File: src/rtl/scan_mux_if.sv
// ---------------------------------------------------------------------------
// scan_mux_if
// Bundles the channel data, select/control inputs and registered outputs of
// scan_mux into one interface.
//   din      : N*W   channel data, channel i at din[i*W +: W]
//   sel      : SELW  manual channel select / scan start channel
//   mode     : 1     0 = manual, 1 = scan
//   hold     : 1     freeze all mux state while high
//   op       : W     registered selected data
//   ch       : SELW  channel index that op came from
//   op_valid : 1     op was updated by the previous edge
//   wrap     : 1     one-cycle pulse when the scan wraps N-1 -> 0
// master drives the inputs and observes the outputs; slave is the mux.
// ---------------------------------------------------------------------------
interface scan_mux_if #(
    parameter int W    = 8,
    parameter int N    = 4,
    parameter int SELW = 2
);
    logic [N*W-1:0]  din;
    logic [SELW-1:0] sel;
    logic            mode;
    logic            hold;
    logic [W-1:0]    op;
    logic [SELW-1:0] ch;
    logic            op_valid;
    logic            wrap;

    modport master (
        output din, sel, mode, hold,
        input  op, ch, op_valid, wrap
    );

    modport slave (
        input  din, sel, mode, hold,
        output op, ch, op_valid, wrap
    );
endinterface

File: src/rtl/scan_mux.sv
// ---------------------------------------------------------------------------
// scan_mux
// Registered N-channel, W-bit multiplexer. In manual mode the output follows
// sel one cycle later; in scan mode it steps through every channel, staying
// DWELL non-held cycles on each, starting from the channel selected at entry.
//   clk : rising-edge clock
//   rst : asynchronous, active-high reset
//   bus : scan_mux_if.slave (din/sel/mode/hold in, op/ch/op_valid/wrap out)
// Parameters: W data width, N channel count (power of two), SELW = log2(N),
// DWELL cycles per channel in scan mode (>= 1).
// ---------------------------------------------------------------------------
module scan_mux #(
    parameter int W     = 8,
    parameter int N     = 4,
    parameter int SELW  = 2,
    parameter int DWELL = 4
) (
    input  logic        clk,
    input  logic        rst,
    scan_mux_if.slave   bus
);
    localparam int              CNTW     = (DWELL > 1) ? $clog2(DWELL) : 1;
    localparam logic [CNTW-1:0] CNT_LAST = CNTW'(DWELL - 1);
    localparam logic [SELW-1:0] CH_LAST  = SELW'(N - 1);

    typedef enum logic {
        ST_MANUAL,
        ST_SCAN
    } state_t;

    state_t          r_state;
    logic [CNTW-1:0] r_cnt;
    logic [SELW-1:0] r_ch;
    logic [W-1:0]    r_op;
    logic            r_op_valid;
    logic            r_wrap;

    logic [W-1:0]    w_chan [N];
    logic [SELW-1:0] w_src_ch;

    for (genvar i = 0; i < N; i++) begin : g_chan
        assign w_chan[i] = bus.din[i*W +: W];
    end

    // Channel to load on the next non-held edge. Manual mode and scan entry
    // both take sel; a running scan keeps its channel until the dwell ends,
    // then advances with natural SELW-bit wraparound.
    always_comb begin
        // NOTE: every always_comb output gets a default first so no path
        // leaves it unassigned, which would infer a latch.
        w_src_ch = bus.sel;
        if (bus.mode && r_state == ST_SCAN) begin
            if (r_cnt == CNT_LAST) begin
                w_src_ch = r_ch + SELW'(1);
            end else begin
                w_src_ch = r_ch;
            end
        end
    end

    // NOTE: sequential state uses non-blocking assignments so every register
    // samples pre-edge values regardless of statement order.
    always_ff @(posedge clk or posedge rst) begin
        if (rst) begin
            r_state    <= ST_MANUAL;
            r_cnt      <= '0;
            r_ch       <= '0;
            r_op       <= '0;
            r_op_valid <= 1'b0;
            r_wrap     <= 1'b0;
        end else if (bus.hold) begin
            // Held edges do not count toward the dwell; only the
            // per-cycle flags drop.
            r_op_valid <= 1'b0;
            r_wrap     <= 1'b0;
        end else begin
            r_op_valid <= 1'b1;
            // Live data of the chosen channel is resampled every cycle.
            r_op       <= w_chan[w_src_ch];
            r_ch       <= w_src_ch;
            r_cnt      <= '0;
            r_wrap     <= 1'b0;
            if (!bus.mode) begin
                r_state <= ST_MANUAL;
            end else if (r_state == ST_MANUAL) begin
                r_state <= ST_SCAN;
            end else if (r_cnt != CNT_LAST) begin
                r_cnt <= r_cnt + CNTW'(1);
            end else begin
                r_wrap <= (r_ch == CH_LAST);
            end
        end
    end

    assign bus.op       = r_op;
    assign bus.ch       = r_ch;
    assign bus.op_valid = r_op_valid;
    assign bus.wrap     = r_wrap;

endmodule

File: src/flat_wrapper.sv
// flat-port wrapper written by rule: the top's interface ports become plain ports
module scan_mux_flat 
#(
    parameter int W     = 8,
    parameter int N     = 4,
    parameter int SELW  = 2,
    parameter int DWELL = 4
)
  (clk, rst, bus_din, bus_sel, bus_mode, bus_hold, bus_op, bus_ch, bus_op_valid, bus_wrap);
  scan_mux_if #(.W(W), .N(N), .SELW(SELW)) bus_i ();
  input  logic clk;
  input  logic rst;
  input wire logic [$bits(bus_i.din)-1:0] bus_din;
  input wire logic [$bits(bus_i.sel)-1:0] bus_sel;
  input wire logic [$bits(bus_i.mode)-1:0] bus_mode;
  input wire logic [$bits(bus_i.hold)-1:0] bus_hold;
  output wire logic [$bits(bus_i.op)-1:0] bus_op;
  output wire logic [$bits(bus_i.ch)-1:0] bus_ch;
  output wire logic [$bits(bus_i.op_valid)-1:0] bus_op_valid;
  output wire logic [$bits(bus_i.wrap)-1:0] bus_wrap;
  assign bus_i.din = bus_din;
  assign bus_i.sel = bus_sel;
  assign bus_i.mode = bus_mode;
  assign bus_i.hold = bus_hold;
  assign bus_op = bus_i.op;
  assign bus_ch = bus_i.ch;
  assign bus_op_valid = bus_i.op_valid;
  assign bus_wrap = bus_i.wrap;
  scan_mux #(.W(W), .N(N), .SELW(SELW), .DWELL(DWELL)) u_core (.clk(clk), .rst(rst), .bus(bus_i));
endmodule
File: config.mk
export PLATFORM = sky130hd
export DESIGN_NAME = scan_mux_flat
export DESIGN_NICKNAME = d
export VERILOG_FILES = /design/src/rtl/scan_mux_if.sv /design/src/rtl/scan_mux.sv /design/src/flat_wrapper.sv
export SDC_FILE = /design/constraint.sdc
export NUM_CORES = 1
export LEC_CHECK = 0
export CAP_MARGIN = 30
export CELL_PAD_IN_SITES_DETAIL_PLACEMENT = 0
export CELL_PAD_IN_SITES_GLOBAL_PLACEMENT = 1
export CORE_ASPECT_RATIO = 1.25
export CORE_MARGIN = 1.5
export CORE_UTILIZATION = 30
export DETAILED_ROUTE_END_ITERATION = 6
export PLACE_DENSITY_LB_ADDON = 0.1
export SLEW_MARGIN = 20
export SYNTH_ARGS = -nofsm -noshare
export SYNTH_HDL_FRONTEND = slang
export SYNTH_SLANG_ARGS = --single-unit
File: constraint.sdc
create_clock -name clk -period 4.35 [get_ports clk]
set_clock_uncertainty 0.2 [all_clocks]
set_input_delay 1.305 -clock clk [delete_from_list [all_inputs] [get_ports clk]]
set_output_delay 1.305 -clock clk [all_outputs]
set_load 0.005 [all_outputs]
==> results.ini <==
[run_status]
status=completed

[grt]
first_global_vias=849
grt_pass1_wl_um=3910
grt_max_degree=16
antenna_found_initial=0
grt.total_usage=0.149
grt_overflow=0

[power_and_ir_drop]
power.density_nw_per_um2=262
leakagePower_nw=0.617
ir_drop_mv=0.135

[cts]
cts_tree=built
cts_resized=0
htreeDepth=1
cts_made_buffers=3
root_buffer=clkbuf_4
clk_pin_slew_worst_paths_ns=0.10
clockBufferDepth=2
cts_num_sinks=15
holdBufCountCts=0
clk_latency_ns=0.28
post_cts_buffers=0

[synth]
ys_seq_elements=15
synthesis.area_um2=958
synth.avg_cell_area_um2=9.88
synthCells=97
syn_nets=137
ys_seq_area_frac=0.392
yosysWarnings=0
ys_types=22

[drt]
drt-pass1-iter-count=4
drtAntennaViolNets=0
routed_wl_um=2460
post_drt_via_cell_ratio=4.75
drt_iter0_drc=29
vias=869
drcViolationCount=0
wire_per_inst_um=13.4

[finish]
n_antenna_cell=0
layout-drive-gt1-share=0.116
nFillCells=297
syn2layout_area_growth_pct=55.6
final_nets=188

[worst_setup_path]
r2r_end=u_core.bus.op[3]
slowest_stage=clkdlybuf4s50_1
start_kind=primary input
reg2reg_from=u_core.r_cnt[0]
arrival_ns=3.18
crit_start=bus_mode
cp_cell_sequence=clkdlybuf4s50_1 > a21oi_2 > a21o_1 > buf_4 > mux2i_1 > a211oi_2
r2r_cells=6
critPathMaxFanout=10
max_stage_delay_ns=0.47
cp-end-kind=flip-flop
rrSetupSlack_ns=1.86
path_class=primary input to flip-flop
endpoint=u_core.bus.op[3]
critical_path_required_ns=4.30

[floorplan]
die_w_um=53.6
rows=22
fp.dieH_um=66.2
dieArea_um2=3550
io_pins=50
core_um2=3000
start_util=0.319

[placed_design]
port_buffers=49
dpl.hpwl_um=1850
finalWeightedCongestion=0.704

[sta]
whs_ns=0.296
tightest_slew_ns=0.624
fin_crit_sh=0.744
fmax_mhz=309
finalHoldViolCount=0
setup_viol=0
slew_headroom=0.582
fin_tns_setup_ns=0
grt_setup_unrepaired=no
final_max_slew_viol_count=0
min_period_ns=3.24

[min_path]
hp-class=flip-flop to flip-flop

[flow_run]
maxCapViolCount=0

## power by group
part	internal, mW	total (mW)	switching, mW
sequential	0.157	0.169	0.0117
combinational	0.0837	0.141	0.0568
clock	0.0355	0.0818	0.0462
total	0.276	0.391	0.115
## layout by cell type, fill, tap and decap left out, drive strengths merged
cell           count
clkbuf             4
clkdlybuf4s50     49
nor2              11
and2               1
a211oi            24
ha                 2
nand3              1
inv               10
mux2i              9
o21ai              3
a21o               1
buf                2
a21oi              3
xnor2              1
nand2             10
a211o              1
dfrtp             15
## Yosys cell counts
master	instances	area, µm²
a211o_1	1	8.76
a211oi_1	15	113
a211oi_2	9	113
a21o_1	1	7.51
a21oi_1	2	10.0
a21oi_2	1	8.76
and2_1	1	6.26
buf_12	1	20.0
buf_2	1	5.00
buf_6	1	11.3
clkbuf_1	2	7.51
dfrtp_1	15	375
ha_1	2	25.0
inv_1	9	33.8
inv_2	1	3.75
mux2i_1	8	80.1
mux2i_4	1	22.5
nand2_1	10	37.5
nand3_1	1	5.00
nor2_1	11	41.3
o21ai_0	3	15.0
xnor2_1	1	8.76
## final cells by class
class,count,area (µm²),area share
multi-input cells,67,502,0.336
repair buffers,51,505,0.339
well taps,36,45.0,0.0302
inverters,10,37.5,0.0252
flip-flops and latches,15,375,0.252
clock buffers,4,26.3,0.0176
## sequential cells by signal (all words and copies together), names as in the netlist
signal               cells
u_core.bus.ch            2
u_core.bus.op_valid      1
u_core.r_cnt             2
u_core.bus.op            8
u_core.r_state           1
u_core.bus.wrap          1
## through the flow
step	cells	worst slack, ns	total power [mW]	util	area, µm²
floorplan	97	1.75	0.239	-	958
global placement	179	0.894	0.313	0.488	1470
detailed placement	179	0.815	0.314	0.488	1470
CTS	183	1.12	0.400	0.497	1490
global route	183	0.961	0.419	0.497	1490
finish	183	1.11	0.391	0.497	1490
## kinds of logic (layout without fill, tap and decap cells)
kind of cell               Yosys count  in the layout  synth area share
AOI/OAI and AO/OA                   32             32             0.287
xor gates and xnor gates             1              1           0.00914
adders and majority gates            2              2            0.0261
buffers and inverters               15             65            0.0848
DFF                                 15             15             0.392
muxes                                9              9             0.107
and+or+nand+nor                     23             23            0.0940
## critical path, delay by kind of cell
kind / cells / cell delay (ns)
AO/OA/AOI/OAI: 3 / 0.86
buffers and inverters: 2 / 0.76
multiplexers: 1 / 0.26
## worst min-delay path by stage
stage                    startpoint         endpoint  slack, ns  depth (start not counted)
floorplan           u_core.r_cnt[1]  u_core.r_cnt[1]       0.25                          2
global placement    u_core.r_cnt[1]  u_core.r_cnt[1]       0.27                          2
detailed placement  u_core.r_cnt[1]  u_core.r_cnt[1]       0.28                          2
CTS                 u_core.r_cnt[1]  u_core.r_cnt[1]       0.31                          2
global route        u_core.r_cnt[1]  u_core.r_cnt[1]       0.34                          2
finish              u_core.r_cnt[1]  u_core.r_cnt[1]       0.30                          2
## metal layers
layer	global-route usage	wire length, µm	up-vias	share of wire
met4	0.0577	23	0	0.0094
met3	0.0249	156	2	0.064
met1	0.196	1120	395	0.45
met2	0.239	1160	25	0.47
met5	0	0	-	0
li1	-	-	447	-
Power figures use the tool's default switching activity.
